--- src/rtl/nes_pkg.sv ---
// Shared NES controller definitions, also used by the nestovga video stage.
//   nes_state_t : reader FSM states
//   BTN_*       : bit positions of each button in the 8-bit button vector
//   NES_BITS    : number of serial bits shifted out per poll
package nes_pkg;

    typedef enum logic [2:0] {
        IDLE,
        LATCH,
        LOW,
        HIGH,
        DONE
    } nes_state_t;

    localparam int BTN_A      = 0;
    localparam int BTN_B      = 1;
    localparam int BTN_SELECT = 2;
    localparam int BTN_START  = 3;
    localparam int BTN_UP     = 4;
    localparam int BTN_DOWN   = 5;
    localparam int BTN_LEFT   = 6;
    localparam int BTN_RIGHT  = 7;

    localparam int NES_BITS   = 8;

endpackage

--- src/rtl/nes_pad_reader_sync2.sv ---
// Two-flop synchronizer for a single asynchronous input bit.
//   clk_i : destination clock
//   d_i   : asynchronous input
//   q_o   : synchronized output, two clocks of latency
module sync2 (
    input  logic clk_i,
    input  logic d_i,
    output logic q_o
);

    logic meta_q;
    logic sync_q;

    always_ff @(posedge clk_i) begin
        meta_q <= d_i;
        sync_q <= meta_q;
    end

    assign q_o = sync_q;

endmodule

--- src/rtl/nes_pad_reader.sv ---
// NES controller serial reader. Periodically pulses the latch line, clocks
// out 8 active-low button bits and presents them as an active-high vector
// with a one-cycle valid strobe and newly-pressed flags.
//   clock_50mhz     : system clock, rising edge
//   reset           : synchronous, active-low
//   nes_data        : controller serial data (asynchronous, active-low)
//   clklatch        : controller latch pulse, active-high
//   clkout          : controller shift clock, idles low
//   buttons         : [0]A [1]B [2]Select [3]Start [4]Up [5]Down [6]Left [7]Right
//   buttons_valid   : one-cycle strobe, buttons updated this cycle
//   buttons_pressed : rising-edge flags, nonzero only with buttons_valid
module nes_pad_reader
    import nes_pkg::*;
#(
    parameter int CLK_HZ       = 50_000_000,
    parameter int POLL_HZ      = 60,
    parameter int HALF_CYCLES  = 300,
    parameter int LATCH_CYCLES = 600
) (
    input  logic       clock_50mhz,
    input  logic       reset,
    input  logic       nes_data,
    output logic       clklatch,
    output logic       clkout,
    output logic [7:0] buttons,
    output logic       buttons_valid,
    output logic [7:0] buttons_pressed
);

    localparam int POLL_CYCLES = CLK_HZ / POLL_HZ;
    localparam int PHASE_MAX   = (LATCH_CYCLES > HALF_CYCLES) ? LATCH_CYCLES : HALF_CYCLES;
    localparam int PH_W        = (PHASE_MAX > 1) ? $clog2(PHASE_MAX) : 1;
    localparam int POLL_W      = (POLL_CYCLES > 1) ? $clog2(POLL_CYCLES) : 1;

    // A transfer must finish well before the next tick, otherwise every
    // other tick would be dropped and the poll rate silently halves.
    if (POLL_CYCLES <= LATCH_CYCLES + 16 * HALF_CYCLES + 4) begin : g_bad_params
        $error("nes_pad_reader: POLL_CYCLES too small for one transfer");
    end

    logic data_s;

    sync2 u_sync (
        .clk_i (clock_50mhz),
        .d_i   (nes_data),
        .q_o   (data_s)
    );

    // ------------------------------------------------------------------
    // Free-running poll counter
    // ------------------------------------------------------------------
    logic [POLL_W-1:0] poll_q, poll_d;
    logic              poll_tick;

    assign poll_tick = (poll_q == POLL_W'(POLL_CYCLES - 1));
    assign poll_d    = poll_tick ? '0 : poll_q + POLL_W'(1);

    always_ff @(posedge clock_50mhz) begin
        if (!reset) poll_q <= '0;
        else        poll_q <= poll_d;
    end

    // ------------------------------------------------------------------
    // Transfer FSM
    // ------------------------------------------------------------------
    nes_state_t    state_q, state_d;
    logic [PH_W-1:0] phase_q, phase_d;
    logic [3:0]      idx_q, idx_d;
    logic [7:0]      sr_q, sr_d;

    logic latch_last, half_last;
    assign latch_last = (phase_q == PH_W'(LATCH_CYCLES - 1));
    assign half_last  = (phase_q == PH_W'(HALF_CYCLES - 1));

    always_comb begin
        state_d = state_q;
        phase_d = phase_q;
        idx_d   = idx_q;
        sr_d    = sr_q;
        case (state_q)
            IDLE: begin
                phase_d = '0;
                idx_d   = '0;
                // Ticks arriving mid-transfer are simply not seen here.
                if (poll_tick) state_d = LATCH;
            end
            LATCH: begin
                if (latch_last) begin
                    // Bit 0 (A) is already on the line while latch is high.
                    sr_d[0] = data_s;
                    idx_d   = 4'd1;
                    phase_d = '0;
                    state_d = HIGH;
                end else begin
                    phase_d = phase_q + PH_W'(1);
                end
            end
            HIGH: begin
                if (half_last) begin
                    phase_d = '0;
                    state_d = (idx_q == 4'd8) ? DONE : LOW;
                end else begin
                    phase_d = phase_q + PH_W'(1);
                end
            end
            LOW: begin
                if (half_last) begin
                    // Sample at the end of the low phase so the bit shifted
                    // by the previous rising edge has settled through sync2.
                    sr_d[idx_q[2:0]] = data_s;
                    idx_d   = idx_q + 4'd1;
                    phase_d = '0;
                    state_d = HIGH;
                end else begin
                    phase_d = phase_q + PH_W'(1);
                end
            end
            DONE: begin
                idx_d   = '0;
                state_d = IDLE;
            end
            default: begin
                state_d = IDLE;
            end
        endcase
    end

    always_ff @(posedge clock_50mhz) begin
        if (!reset) begin
            state_q <= IDLE;
            phase_q <= '0;
            idx_q   <= '0;
            sr_q    <= '0;
        end else begin
            state_q <= state_d;
            phase_q <= phase_d;
            idx_q   <= idx_d;
            sr_q    <= sr_d;
        end
    end

    // ------------------------------------------------------------------
    // Output registers. Pad lines decode the next state so they are
    // glitch-free flops yet still track the state register cycle for cycle.
    // ------------------------------------------------------------------
    logic       clklatch_q, clkout_q, valid_q;
    logic [7:0] buttons_q, pressed_q;

    always_ff @(posedge clock_50mhz) begin
        if (!reset) begin
            clklatch_q <= 1'b0;
            clkout_q   <= 1'b0;
            valid_q    <= 1'b0;
            buttons_q  <= '0;
            pressed_q  <= '0;
        end else begin
            clklatch_q <= (state_d == LATCH);
            clkout_q   <= (state_d == HIGH);
            valid_q    <= (state_q == DONE);
            if (state_q == DONE) begin
                buttons_q <= ~sr_q;
                pressed_q <= ~sr_q & ~buttons_q;
            end else begin
                pressed_q <= '0;
            end
        end
    end

    assign clklatch        = clklatch_q;
    assign clkout          = clkout_q;
    assign buttons         = buttons_q;
    assign buttons_valid   = valid_q;
    assign buttons_pressed = pressed_q;

endmodule

--- config.mk ---
export PLATFORM = sky130hd
export DESIGN_NAME = nes_pad_reader
export DESIGN_NICKNAME = d
export VERILOG_FILES = /design/src/rtl/nes_pkg.sv /design/src/rtl/nes_pad_reader_sync2.sv /design/src/rtl/nes_pad_reader.sv
export SDC_FILE = /design/constraint.sdc
export NUM_CORES = 1
export LEC_CHECK = 0
export ABC_AREA = 1
export BUFFER_PORTS_ARGS = -buffer_cell sky130_fd_sc_hd__buf_2
export CORE_MARGIN = 10
export CORE_UTILIZATION = 58
export CTS_CLUSTER_DIAMETER = 100
export DETAILED_ROUTE_END_ITERATION = 7
export GPL_TIMING_DRIVEN = 0
export PLACE_DENSITY = 0.77
export SYNTH_ARGS = -nofsm -noshare
export SYNTH_HDL_FRONTEND = slang
export SYNTH_SLANG_ARGS = --single-unit
--- constraint.sdc ---
create_clock -name clock_50mhz -period 1.54 [get_ports clock_50mhz]
set_input_delay 0.308 -clock clock_50mhz [delete_from_list [all_inputs] [get_ports clock_50mhz]]
set_output_delay 0.308 -clock clock_50mhz [all_outputs]
set_load 0.05 [all_outputs]
# Word-level counts from Yosys, hierarchy flattened
# Index checks and enable logic that the tools add are counted.
# op_classes
mux	18
eq_ne	12
shifts	0
n_lt_le_gt_ge	2
multipliers	0
n_reduce_logical	12
addsub	3
n_div	0
bitwise_logic	4
# op_table
cell	count
one-hot mux 10 bit (3 select lines)	1
adder 20 x 1 -> 20 bit, second input constant	1
== test 20 bit, second input constant	1
2-to-1 mux 10 bit	2
inverter 8 bit	2
2-to-1 mux 3 bit	5
one-hot mux 3 bit (4 select lines)	1
one-hot mux 4 bit (3 select lines)	1
adder 10 x 1 -> 10 bit, second input constant	1
== test 10 bit, second input constant	1
== test 10 x 9 -> 1 bit, second input constant	1
== test 3 x 2 -> 1 bit, second input constant	3
bitwise AND 8 bit	1
bitwise mux 8 bit	1
2-to-1 mux 4 bit	2
== test 3 x 1 -> 1 bit, second input constant	2
AND reduction 3 bit	2
nonzero test 3 bit	2
OR reduction 2 bit	3
adder 4 x 1 -> 4 bit, second input constant	1
== test 4 bit, second input constant	1
less-than comparator 3 x 4 -> 1 bit, second input constant	1
!= test 2 bit, second input constant	2
AND reduction 2 bit	2
9 further kinds	11
# word_totals
ram_bits	0
latchBits	0
out_inout_bits	19
elab_cells	64
mem_bits_ro	0
inputBits	3
mem_count	0
ff_bits	66

# Longest topological paths before layout
# depth
ltp_word	7
mapped_depth	11
depth_no_buf	10

# Modules after synthesis
# From an unflattened synthesis, not the netlist that was laid out.
# unflattened
cells_unflattened	422
hier_area_um2	3106.7
# modules_own_cells
mod	area_per_inst_um2	cells_per_inst	seq_area_each_um2	instances
nes_pad_reader	3066.7	420	1281.2	1
sync2	40.0	2	40.0	1

# Least setup slack after synthesis
# Ideal clock, no wire load.
# synth_path
kind	reg2reg
from	register phase_q[0]
to	register phase_q[4]
arrival_ns	1.257
required_time_ns	1.425
slack_ns	0.169
stages_incl_launch_ff	9
path_buffers	0
cell_sequence	dfxtp_1 -> ha_1 -> nand2_1 -> nor2_1 -> nand3_1 -> nand2_2 -> nand3_2 -> o211ai_1 -> inv_2
# synth_between
elab_chain_len	3
word_cells_on_any_way	6
# synth_rtl
element	line_no	source
start: declaration	nes_pad_reader.sv:67	logic [PH_W-1:0] phase_q, phase_d;
start signal: assignment	nes_pad_reader.sv:136	phase_q <= phase_d;
adder 10 x 1 -> 10 bit (tied with other cells)	nes_pad_reader.sv:95, nes_pad_reader.sv:103, nes_pad_reader.sv:115	
2-to-1 mux 10 bit, on equally long branches	nes_pad_reader.sv:99, nes_pad_reader.sv:107, nes_pad_reader.sv:88	
one-hot mux 10 bit (3 select lines) (*)	nes_pad_reader.sv:80	case (state_q)
# Mark *: on every way between the ends. The rest lies on a longest branch, timed or not.
# A chain may end at the register's enable or synchronous reset.

# Worst setup path after layout
# layout_path
from	register phase_q[4]
to	register idx_q[1]
# layout_between
elab_chain_len	3
word_cells_on_any_way	5
# layout_rtl
element	line_no	source
== test 10 x 9 -> 1 bit / == test 10 bit (equally long branches)	nes_pad_reader.sv:73, nes_pad_reader.sv:72	
!= test 2 bit (no line)	--	
AND reduction 3 bit (no line) (*)	--	
end signal: assignment	nes_pad_reader.sv:137	idx_q <= idx_d;
end: declaration	nes_pad_reader.sv:68	logic [3:0] idx_q, idx_d;
# Marked as above.

==> impl_metrics.py <==
metrics = {
    "run_status": {
        "outcome": "finished, final reports clean",
    },
    "detailed_routing": {
        "first_pass_iters": 5,
        "postRouteAntennaNets": 0,
        "drc": 0,
        "via_per_inst": 5.323,
        "wire_per_inst_um": 12.90,
        "wirelength_um": 6912,
        "vias": 2853,
        "drt_iter0_markers": 144,
    },
    "logic_synthesis": {
        "synth-edff-count": 0,
        "ys.warnings.count": 0,
        "async_flop_share": 0,
        "synth_seq_area_share": 0.4253,
        "synth-seq-cells": 66,
        "synth_cell_type_count": 35,
        "synth_cells": 422,
        "dominantRegCellSynth": "dfxtp_1",
        "synth_nets": 430,
        "avgSynthCellArea_um2": 7.362,
        "syn_area_um2": 3107,
    },
    "global_route": {
        "grt_max_degree": 13,
        "grt_util_met1": 0.1845,
        "antenna_found_initial": 0,
        "track_usage": 0.1604,
        "top_usage_layer": "met2",
        "use_met3": 0.04077,
        "grt_pass1_wl_um": 11590,
        "use_met2": 0.2769,
        "grt_pass1_vias": 2572,
        "overflow": 0,
    },
    "place": {
        "placed_area_um2": 3299,
        "dp.cells": 513,
        "gp_congestion": 0.9080,
        "dpl.hpwl_um": 4932,
        "io_buffers": 21,
        "place_ws_ps": -133.4,
    },
    "hold_path": {
        "whs_path_depth": 1,
        "worstHoldStart": "nes_data",
        "min_to": "u_sync.meta_q",
        "hp-class": "primary input to register",
    },
    "pwr": {
        "peakVddDrop_mv": 0.7045,
        "intPower_mw": 2.694,
        "total_power_mw": 3.429,
        "p_per_area_nw_per_um2": 928.5,
        "pwr-share-clk": 0.478,
        "seq_power_share": 0.503,
        "p_leak_nw": 1.520,
        "pwr-share-comb": 0.020,
        "p_switching_mw": 0.7350,
        "swShare": 0.2143,
    },
    "timing": {
        "fin_crit_ps": 1460,
        "max_freq_mhz": 685.2,
        "worst_pin_slew_ps": 515.2,
        "finalCritPeriodShare": 0.9477,
        "grt_setup_unrepaired": "true",
        "slew_violations": 0,
        "hold_viol_final": 0,
        "final.setup.tns_ps": 0,
        "slew_headroom": 0.6565,
        "setup_viol": 0,
        "fin_worst_skew_ps": 8.468,
        "fin_ws_ps": 80.49,
    },
    "setup_path": {
        "worstSetupStartpointType": "register",
        "crit_fanout": 6,
        "regToRegEndpoint": "idx_q[1]",
        "crit_required_ps": 1810,
        "r2r.worst_path.cells": 7,
        "path_class": "register to register",
        "r2r-start": "phase_q[4]",
        "arrival_ps": 1730,
        "regToRegSetupSlack_ps": 80,
        "endpoint_kind": "register",
    },
    "final_layout": {
        "drive_above_1_share": 0.2382,
        "n_fill_cell": 424,
        "fin_cells": 536,
        "fin_area_um2": 3694,
        "n_antenna_cell": 0,
        "final_nets": 469,
        "areaGrowthSynthToFinish_pct": 18.89,
    },
    "clock_network": {
        "cts_max_path_buffers": 2,
        "tritoncts": "done",
        "clk_latency_ps": 340,
        "cts_root_buf": "clkbuf_8",
        "clkSinkCount": 66,
        "clk_pin_slew_ps": 70,
        "numCtsBuffers": 9,
        "h-tree-depth": 3,
    },
    "die": {
        "die_h_um": 93.19,
        "fp-row-count": 26,
        "fp.coreArea_um2": 5140,
        "dieArea_um2": 8683,
        "pin_count": 22,
        "initial_core_util": 0.6044,
        "die_w_um": 93.19,
    },
    "flow_run": {
        "drv_cap": 0,
    },
}
==> layer usage <==
metal / vias to the layer above / share of wire
met2: 81 / 0.49
met3: 15 / 0.059
met4: 0 / 0.013
li1: 1442 / -
met1: 1315 / 0.44
met5: - / 0
==> power groups by stage <==
stage | combinational, mW | sequential, mW | clock [mW]
6_report | 0.0672 | 1.72 | 1.64
5_1_grt | 0.0763 | 1.72 | 1.72
4_1_cts | 0.0600 | 1.72 | 1.65
3_5_place_dp | 0.0594 | 1.76 | 0
3_3_place_gp | 0.0566 | 1.76 | 0
2_1_floorplan | 0.0400 | 1.76 | 0
==> cells by family after synthesis <==
group                      Yosys count  synth area share
AOI/OAI and AO/OA                   56           0.09867
adders and majority gates            5           0.02014
DFF                                 66            0.4253
xor gates and xnor gates            10           0.02819
buffers and inverters               65           0.08618
and+or+nand+nor                    220            0.3415
==> state kept, by name (all words and copies together) (netlist names) <==
name and flops:
idx_q 4, buttons 8, clkout 1, u_sync.q_o 1, clklatch 1, buttons_pressed 8
state_q 3, phase_q 10, u_sync.meta_q 1, sr_q 8, poll_q 20, buttons_valid 1
==> what timing repair did <==
item	4_1_cts	5_1_grt
endpoints found under the setup margin	20	43
pin swaps	2	6
cloned	0	1
resized for setup	8	31
setup buffers	1	5
hold buffers	0	0
==> cell usage after synthesis (4+ instances only) <==
master,number,area [um^2]
inv_2,12,45.04
xnor2_1,7,61.31
nor2_1,62,232.7
nand3_2,5,50.05
nand2_1,75,281.5
nand4_1,13,81.33
nand3_1,28,140.1
nor2_2,9,56.30
o21ai_0,13,65.06
nor3_1,11,55.05
inv_1,44,165.2
o21ai_1,4,20.02
ha_1,5,62.56
dfxtp_1,66,1321
a21oi_1,30,150.1
==> worst max path at each step <==
stage,start,to
4_1_cts,phase_q[1],phase_q[1]
6_report,phase_q[4],idx_q[1]
3_3_place_gp,phase_q[0],phase_q[4]
5_1_grt,poll_q[0],poll_q[4]
2_1_floorplan,phase_q[0],phase_q[4]
3_5_place_dp,phase_q[0],phase_q[4]
==> layout by cell type, fill, tap and decap left out, types with 3 or more instances in the layout <==
cell type / count
nand2_1: 69
dfxtp_1: 61
nor2_1: 58
inv_1: 44
a21oi_1: 29
nand3_1: 26
buf_2: 21
o21ai_0: 13
nand4_1: 13
inv_2: 11
nor2_2: 11
nor3_1: 11
buf_4: 10
clkbuf_8: 10
nand2_2: 8
xnor2_1: 7
nand3_2: 6
nor2_4: 5
o21ai_1: 4
dfxtp_2: 4
nand3_4: 3
buf_6: 3
a31oi_1: 3
xor2_1: 3
ha_1: 3
==> stage by stage <==
step                hold slack (ps)    util
detailed placement            314.7  0.6419
floorplan                     309.6       -
global route                  59.55  0.7186
global placement              314.7  0.6419
CTS                           63.35  0.6930
finish                        71.00  0.7186
==> worst max-delay path: stages (launching register included) <==
cell and delay [ps]:
dfxtp_1 470, nand2_1 110, nor2_1 150, nand3_2 160, nand2_4 130, buf_4 130, nand4_1 110, a21oi_2 140
==> final cells by class <==
type                    count  area, um^2  share of cell area
plain buffers               8       63.81             0.01728
inverters                  57       221.5             0.05996
repair buffers             28       157.7             0.04268
multi-input cells         291        1607              0.4350
clock inverters             6       88.84             0.02405
clock buffers              10       137.6             0.03726
flip-flops and latches     66        1330              0.3601
well taps                  70       87.58             0.02371
(Power assumes the default switching activity.)
